## config.mk

```make
export PLATFORM = sky130hd
export DESIGN_NAME = rv32i_wb_stage
export DESIGN_NICKNAME = d
export VERILOG_FILES = /design/src/rtl/rv32i_wb_stage.sv
export SDC_FILE = /design/constraint.sdc
export NUM_CORES = 1
export LEC_CHECK = 0
export CAP_MARGIN = 10
export CORE_MARGIN = 4
export CORE_UTILIZATION = 39
export DETAILED_ROUTE_END_ITERATION = 16
export DONT_BUFFER_PORTS = 1
export SYNTH_ARGS = -nofsm -noshare
export SYNTH_HDL_FRONTEND = slang
export SYNTH_SLANG_ARGS = --single-unit
```

## constraint.sdc

```tcl
create_clock -name clk -period 2.5 [get_ports clk]
set_input_delay 0.5 -clock clk [delete_from_list [all_inputs] [get_ports clk]]
set_output_delay 0.5 -clock clk [all_outputs]
set_load 0.02 [all_outputs]
```

## src/rtl/rv32i_wb_stage.sv

```systemverilog
// rtl/rv32i_wb_stage.sv - rv32i writeback stage: result select, load align/extend, retire counter
//
// Purpose: registers the MEM-stage result, drives the register file write
// port plus a forwarding copy, flags misaligned/illegal loads and counts
// retired instructions.
//
// Ports:
//   clk, reset (async, active-low)
//   mem_*      : MEM-stage instruction (valid, pc, alu result/address,
//                raw load word, rd, rd write enable, result select, funct3)
//   stall      : hold the WB register
//   flush      : capture a bubble (beats stall)
//   wb_enable, wb_reg, wb_data : register file write port
//   fwd_valid  : bypass-mux valid, stays high across a stall
//   load_err   : one-cycle pulse for a faulting load
//   instret    : retired-instruction counter
module rv32i_wb_stage #(
  parameter int XLEN  = 32,
  parameter int CNT_W = 64
) (
  input  logic             clk,
  input  logic             reset,
  input  logic             mem_valid,
  input  logic [XLEN-1:0]  mem_pc,
  input  logic [XLEN-1:0]  mem_alu_result,
  input  logic [XLEN-1:0]  mem_rdata,
  input  logic [4:0]       mem_rd,
  input  logic             mem_rd_we,
  input  logic [1:0]       mem_wb_sel,
  input  logic [2:0]       mem_funct3,
  input  logic             stall,
  input  logic             flush,
  output logic             wb_enable,
  output logic [4:0]       wb_reg,
  output logic [XLEN-1:0]  wb_data,
  output logic             fwd_valid,
  output logic             load_err,
  output logic [CNT_W-1:0] instret
);

  logic             valid_q, valid_d;
  logic [4:0]       rd_q, rd_d;
  logic             rd_we_q, rd_we_d;
  logic [XLEN-1:0]  data_q, data_d;
  logic             err_q, err_d;
  logic             first_q, first_d;
  logic [CNT_W-1:0] instret_q, instret_d;

  logic [1:0]       addr;
  logic [7:0]       byte_sel;
  logic [15:0]      half_sel;
  logic [XLEN-1:0]  load_data;
  logic [XLEN-1:0]  result;
  logic             ld_err;

  // Load alignment and extension.
  always_comb begin
    addr     = mem_alu_result[1:0];
    byte_sel = 8'h00;
    case (addr)
      2'd0:    byte_sel = mem_rdata[7:0];
      2'd1:    byte_sel = mem_rdata[15:8];
      2'd2:    byte_sel = mem_rdata[23:16];
      default: byte_sel = mem_rdata[31:24];
    endcase
    half_sel  = addr[1] ? mem_rdata[31:16] : mem_rdata[15:0];
    load_data = '0;
    case (mem_funct3)
      3'd0:    load_data = {{24{byte_sel[7]}}, byte_sel};
      3'd1:    load_data = {{16{half_sel[15]}}, half_sel};
      3'd2:    load_data = mem_rdata;
      3'd4:    load_data = {24'h0, byte_sel};
      3'd5:    load_data = {16'h0, half_sel};
      default: load_data = '0;
    endcase

    // funct3 3/6/7 are illegal; 1/5 (halfword) need addr[0]=0; LW needs addr=0.
    ld_err = mem_valid && (mem_wb_sel == 2'b01) &&
             ((mem_funct3 == 3'd3) || (mem_funct3[2:1] == 2'b11) ||
              ((mem_funct3[1:0] == 2'b01) && addr[0]) ||
              ((mem_funct3 == 3'd2) && (addr != 2'd0)));

    case (mem_wb_sel)
      2'b10:   result = mem_pc + XLEN'(4);
      2'b01:   result = load_data;
      default: result = mem_alu_result;
    endcase
  end

  // Next-state: flush > stall > capture. An invalid MEM slot is captured
  // as a bubble so stale rd/data never reach the write port.
  always_comb begin
    valid_d   = valid_q;
    rd_d      = rd_q;
    rd_we_d   = rd_we_q;
    data_d    = data_q;
    err_d     = err_q;
    first_d   = 1'b0;
    instret_d = instret_q;
    if (flush || (!stall && !mem_valid)) begin
      valid_d = 1'b0;
      rd_d    = '0;
      rd_we_d = 1'b0;
      data_d  = '0;
      err_d   = 1'b0;
    end else if (!stall) begin
      valid_d = 1'b1;
      rd_d    = mem_rd;
      rd_we_d = mem_rd_we;
      data_d  = ld_err ? '0 : result;
      err_d   = ld_err;
      first_d = 1'b1;
      // The counter moves together with the first WB cycle it accounts for.
      if (!ld_err) instret_d = instret_q + CNT_W'(1);
    end
  end

  always_ff @(posedge clk or negedge reset) begin
    if (!reset) begin
      valid_q   <= 1'b0;
      rd_q      <= '0;
      rd_we_q   <= 1'b0;
      data_q    <= '0;
      err_q     <= 1'b0;
      first_q   <= 1'b0;
      instret_q <= '0;
    end else begin
      valid_q   <= valid_d;
      rd_q      <= rd_d;
      rd_we_q   <= rd_we_d;
      data_q    <= data_d;
      err_q     <= err_d;
      first_q   <= first_d;
      instret_q <= instret_d;
    end
  end

  assign fwd_valid = valid_q && rd_we_q && (rd_q != 5'd0) && !err_q;
  assign wb_enable = fwd_valid && first_q;
  assign load_err  = valid_q && err_q && first_q;
  assign wb_reg    = rd_q;
  assign wb_data   = data_q;
  assign instret   = instret_q;

endmodule

```

## Yosys cells after proc, flatten, opt, wreduce, memory -nomap -nowiden

Cells that the tools add are included.

| word-level totals | value |
|---|---|
| bits of input ports | 112 |
| register bits | 105 |
| logic and storage cells | 64 |
| output and inout port bits | 104 |

| operators by class | value |
|---|---|
| bitwise logic cells | 3 |
| eq/ne operators | 12 |
| reductions and logical operators | 23 |
| add/subtract/negate cells | 2 |
| muxes and demuxes | 17 |

Operator list:

| operator | number |
|---|---|
| $pmux 32 s5 | 1 |
| $mux 32 | 3 |
| $add 64x1->64 const B | 1 |
| $pmux 32 s2 | 1 |
| $add 32x3->32 const B | 1 |
| $pmux 8 s3 | 1 |
| $mux 16 | 1 |
| $logic_and 1x1->1 | 11 |
| $mux 5 | 2 |
| $mux 1 | 8 |
| $eq 2x1->1 const B | 3 |
| $eq 2x2->1 const B | 3 |
| $eq 3x2->1 const B | 2 |
| $eq 3x3->1 const B | 2 |
| $reduce_bool 5->1 | 1 |
| $logic_or 1x1->1 | 4 |
| $eq 3x1->1 const B | 1 |
| $logic_not 1->1 | 3 |
| $logic_not 3->1 | 1 |
| $not 1->1 | 3 |
| $reduce_and 3->1 | 1 |
| $logic_not 2->1 | 1 |
| $ne 2x1->1 const B | 1 |
| $reduce_bool 2->1 | 1 |

## Longest topological paths before layout

| depth | value |
|---|---|
| depth in word-level cells | 8 |
| gate-level depth with buffers | 8 |
| gate-level depth less buffers | 7 |

## Worst setup path after synthesis

OpenSTA, ideal clock, no wires.

| timing | value |
|---|---|
| path type | input-to-reg |
| from | in mem_alu_result[1] |
| to | reg data_q[18] (netlist: wb_data[18]) |
| arrival | 2083 ps |
| data required time | 2372 ps |
| setup time | 128 ps |
| stages | 7 |
| slack | 289 ps |
| buffers on the path | 2 |
| cell sequence | buf_2 -> mux2_2 -> a22oi_1 -> clkbuf_1 -> a21oi_1 -> nor4_1 -> o21ai_1 |

| between the ends | value |
|---|---|
| longest elaborated chain between the ends | 7 |
| elaborated cells on any way between the ends | 14 |
| those cells by class | eq/ne (2); mux (7); reduce/logical (5) |

RTL lines:

| what | line | source |
|---|---|---|
| start, declared | 25 | `input logic [XLEN-1:0] mem_alu_result,` |
| $eq 2x2->1 (tied with other cells) | 60 | `case (addr)` |
| $pmux 8 s3 or $logic_and 1x1->1 (tied branches) | 60, 81 |  |
| $pmux 32 s5 or $logic_or 1x1->1 (tied branches) | 68, 80 |  |
| $pmux 32 s2 or $logic_and 1x1->1 (tied branches) | 83, 78 |  |
| $mux 32 * | 110 | `data_d = ld_err ? '0 : result;` |
| $mux 32 * | 106 | `end else if (!stall) begin` |
| $mux 32 * | 100 | `if (flush \|\| (!stall && !mem_valid)) begin` |
| end signal, assigned | 131 | `data_q <= data_d;` |
| end, declared | 44 | `logic [XLEN-1:0] data_q, data_d;` |

Every way passes the cells marked *; elsewhere a longest branch is shown, timed or not. The select of a mux whose other input is x is not followed.
A chain may end at the register's enable or synchronous reset.

## Final worst setup path

| timing | value |
|---|---|
| from | reg rd_q[0] (netlist: wb_reg[0]) |
| to | out wb_enable |

| between the ends | value |
|---|---|
| longest elaborated chain between the ends | 4 |

RTL lines:

| what | line | source |
|---|---|---|
| start, declared | 42 | `logic [4:0] rd_q, rd_d;` |
| start signal, assigned | 129 | `rd_q <= rd_d;` |
| $reduce_bool 5->1 | 138 | `assign fwd_valid = valid_q && rd_we_q && (rd_q != 5'd0) && !err_q;` |
| $logic_and 1x1->1 (2 in a row) | 138 |  |
| named net fwd_valid | 36 | `output logic fwd_valid,` |
| $logic_and 1x1->1 | 139 | `assign wb_enable = fwd_valid && first_q;` |
| end, declared | 33 | `output logic wb_enable,` |

The timed path passes the listed nets, and every way through them passes these cells.

==> Implementation_results.wiki <==
{| class="wikitable"
! Metric !! Value
|-
| Number of placement rows || 46
|-
| Async set-reset flop share out of synthesis || 100%
|-
| Final period utilization || between 90% and 100%
|-
| Total nets after synthesis || 823
|-
| Total congestion overflow after global routing || 0
|-
| Worst setup slack for register-to-register paths || 260 ps
|-
| P_leak || 0.00291 uW
|-
| Synth-to-layout area growth || 12.3%
|-
| Reported max-cap violation count || 0
|-
| DRT antenna net count || 0
|-
| Placeable core area || around 16000 um2
|-
| Tightest Hold Check Type || in2async
|-
| Setup repair after global routing missed its margin || false
|-
| Die boundary width || between 100 and 150 um
|-
| CTS buffer count || 9
|-
| Number of nets in the finished design || 841
|-
| Destination of the worst register-to-register timing path || instret[62]
|-
| Root cell of the clock tree || sky130_fd_sc_hd__clkbuf_16
|-
| Final cell area excluding filler cells || 7320 um2
|-
| Number of cells on the worst reg-to-reg path || 5
|-
| Final weighted congestion in routability-driven placement || between 0.9 and 1
|-
| Layout fillers || ~1.6k
|-
| Share of final-layout standard cells stronger than drive strength 1 || between 10% and 20%
|-
| Clock transition at the register clock pins on the worst setup and hold paths after CTS || about 80 ps
|-
| Footprint of the flip-flops and latches || roughly 2600 um2
|-
| Initial antenna violation count || 2
|-
| Clock sinks || about 110
|-
| Number of endpoints failing setup at the final stage || 0
|-
| Library cells used by synthesis || 55
|-
| VDD IR max || ~0.32 mV
|-
| Worst endpoint required time || 2000 ps
|-
| Gate Count Post-Synth || ~710
|-
| Fraction of post-synthesis cell area in the top cell type by area || roughly two fifths
|-
| Post-synth EDFFs || 0
|-
| Power Dens Cells || about 550 nW/um2
|-
| Synthesized area per cell || between 9 and 10 um2
|-
| Combined global-route utilization of all metal layers || 23.9%
|-
| Clock tree from TritonCTS || built
|-
| Post-Place Cell Area || around 7000 um2
|-
| Most numerous cell types in the synthesized netlist || sky130_fd_sc_hd__dfrtp_1, sky130_fd_sc_hd__nand2_1, sky130_fd_sc_hd__o21ai_0
|-
| Max reg flops || between 60 and 70
|-
| Part of the Yosys area used for sequential elements || about two fifths
|-
| Number of pins with negative max-slew slack in the final report || 0
|-
| Initial drt markers || ~570
|-
| Post-synthesis register bit count || around 110
|-
| Primary FF master, synth || sky130_fd_sc_hd__dfrtp_1
|-
| DRT Wirelength || 22600 um
|-
| Number of global-route vias before repair || ~5.9k
|-
| Area of the mapped netlist || between 6000 and 7000 um2
|-
| Class of the most critical setup path || reg2out
|-
| Hold Slack || -163 ps
|-
| Combined area of the multi-input logic cells || about 3700 um2
|-
| Overall via count from detail_route || between 5k and 6k
|-
| Clock Skew || about 7 ps
|-
| Routed wirelength normalized by instance count || between 20 and 25 um
|-
| Die area || 18800 um2
|-
| Slew headroom || a little under a third
|-
| Remaining DRCs || 0
|-
| Result of the run || finished with violations
|-
| Maximum number of pins on one net before global-route repair || ~110
|-
| Number of H-tree levels || 3
|-
| Minimum period implied by the final worst setup slack || 2370 ps
|-
| Sum of net half-perimeters after detailed placement || about 17000 um
|-
| Final Hold Viols || around 110
|-
| Largest fanout on the critical path || 3
|-
| Arrival @ worst endpoint || approximately 1900 ps
|-
| Critical Path End Type || primary output
|-
| Detailed-route vias per instance || 6.13
|-
| Launching point of the worst reg2reg path || instret[41]
|-
| Detailed Routing Iterations Pass 1 || 6
|-
| Die H || approximately 140 um
|-
| Library cell occupying the most area in the post-synthesis netlist || sky130_fd_sc_hd__dfrtp_1
|-
| Clock latency on the worst-skew pair || 350 ps
|-
| Highest Clock Rate || ~420 MHz
|-
| Synth warnings || 0
|-
| # IOs || approximately 220
|-
| Failing checks || negative hold slack
|-
| Launching element type of the critical path || flip-flop
|-
| Sum of negative setup slack || 0 ps
|-
| Least-Margin Pin Slew || between 1000 and 1500 ps
|-
| First-pass GRT wire length || 34400 um
|-
| Cells taking the most area after synthesis || sky130_fd_sc_hd__dfrtp_1, sky130_fd_sc_hd__xnor2_1, sky130_fd_sc_hd__nand2_1
|-
| Starting density of the core || 40.4%
|-
| Worst-case clock buffer depth || 2
|-
| Most frequent cell after synthesis || sky130_fd_sc_hd__dfrtp_1
|-
| Port-buffer cells || 0
|}
[cell type report]
cell class / instances / share of cell area, %
multi-input cells: 542 / 50.0
diodes: 1 / 0.0342
well taps: 216 / 3.69
flip-flops and latches: 105 / 35.9
repair buffers: 51 / 5.23
clock buffers: 9 / 3.08
clock inverters: 6 / 1.23
inverters: 16 / 0.820
[how the worst max path moves through the flow]
stage / startpoint / to / slack [ps] / cells after the start
floorplan: mem_alu_result[1] / wb_data[18] / 290 / 7
global placement: mem_wb_sel[1] / instret[49] / 10 / 7
detailed placement: mem_wb_sel[1] / instret[21] / -0.8 / 7
CTS: wb_reg[0] / wb_enable / 120 / 4
global route: instret[2] / instret[47] / 60 / 5
finish: wb_reg[0] / wb_enable / 130 / 4
[stage by stage]
| step | instances | setup slack (ps) | power [uW] | util (%) |
|---|---|---|---|---|
| 2_1_floorplan | 707 | 289 | 2290 | - |
| 3_3_place_gp | 930 | 10.4 | 2480 | 43.4 |
| 3_5_place_dp | 930 | -0.850 | 2490 | 43.4 |
| 4_1_cts | 945 | 116 | 4070 | 45.4 |
| 5_1_grt | 946 | 63.3 | 4200 | 45.4 |
| 6_report | 946 | 134 | 4010 | 45.4 |
[cell usage in the layout, fill, tap and decap left out, types with 8 or more instances in the layout]
cell type / n
sky130_fd_sc_hd__dfrtp_1: 105
sky130_fd_sc_hd__nand2_1: 78
sky130_fd_sc_hd__o21ai_0: 53
sky130_fd_sc_hd__xnor2_1: 51
sky130_fd_sc_hd__buf_4: 51
sky130_fd_sc_hd__nand3_1: 48
sky130_fd_sc_hd__nand4_1: 35
sky130_fd_sc_hd__a21oi_1: 32
sky130_fd_sc_hd__xor2_1: 29
sky130_fd_sc_hd__nor2_1: 23
sky130_fd_sc_hd__nor4_1: 18
sky130_fd_sc_hd__inv_1: 16
sky130_fd_sc_hd__nor3_1: 15
sky130_fd_sc_hd__a211oi_1: 12
sky130_fd_sc_hd__and3_1: 11
sky130_fd_sc_hd__nor4_2: 10
sky130_fd_sc_hd__clkbuf_16: 9
sky130_fd_sc_hd__and2_1: 8
sky130_fd_sc_hd__and4_1: 8
sky130_fd_sc_hd__a22oi_1: 8
sky130_fd_sc_hd__mux4_2: 8
sky130_fd_sc_hd__a222oi_1: 8
[where the power goes]
part	leakage [uW]	internal [uW]	switching [uW]
Combinational	0.00133	235	327
Clock	0.000152	880	677
Sequential	0.00142	1770	120
Total	0.00291	2890	1120
[cells by family after synthesis]
logic type / synth area share, %
adders and majority gates: 0.768
xor gates and xnor gates: 10.8
AOI/OAI and AO/OA: 15.4
buffers and inverters: 3.74
muxes: 3.96
DFF: 40.3
and+or+nand+nor: 25.1
[worst max-delay path, stage by stage (launching register included)]
cell                      delay, ps
sky130_fd_sc_hd__dfrtp_1        480
sky130_fd_sc_hd__or4_1          570
sky130_fd_sc_hd__nor2_1         130
sky130_fd_sc_hd__nor3_2         100
sky130_fd_sc_hd__and2_1         240
[per-layer routing]
| layer | vias to the layer above | wire (um) | GRT usage [%] | part of all wire, % |
|---|---|---|---|---|
| li1 | 2669 | - | - | - |
| met1 | 2848 | 8490 | 27.5 | 37 |
| met2 | 253 | 11000 | 40.0 | 48 |
| met3 | 31 | 2840 | 11.5 | 13 |
| met4 | 2 | 344 | 5.82 | 1.5 |
| met5 | - | 13 | 0 | 0.057 |
[what timing repair did]
item / in CTS / in global routing
buffers inserted: 0 / 0
hold endpoints to repair: 105 / 105
endpoints found under the setup margin: 1 / 0
resized for setup: 1 / 0
No activity file was read; power rests on OpenSTA's default activity.
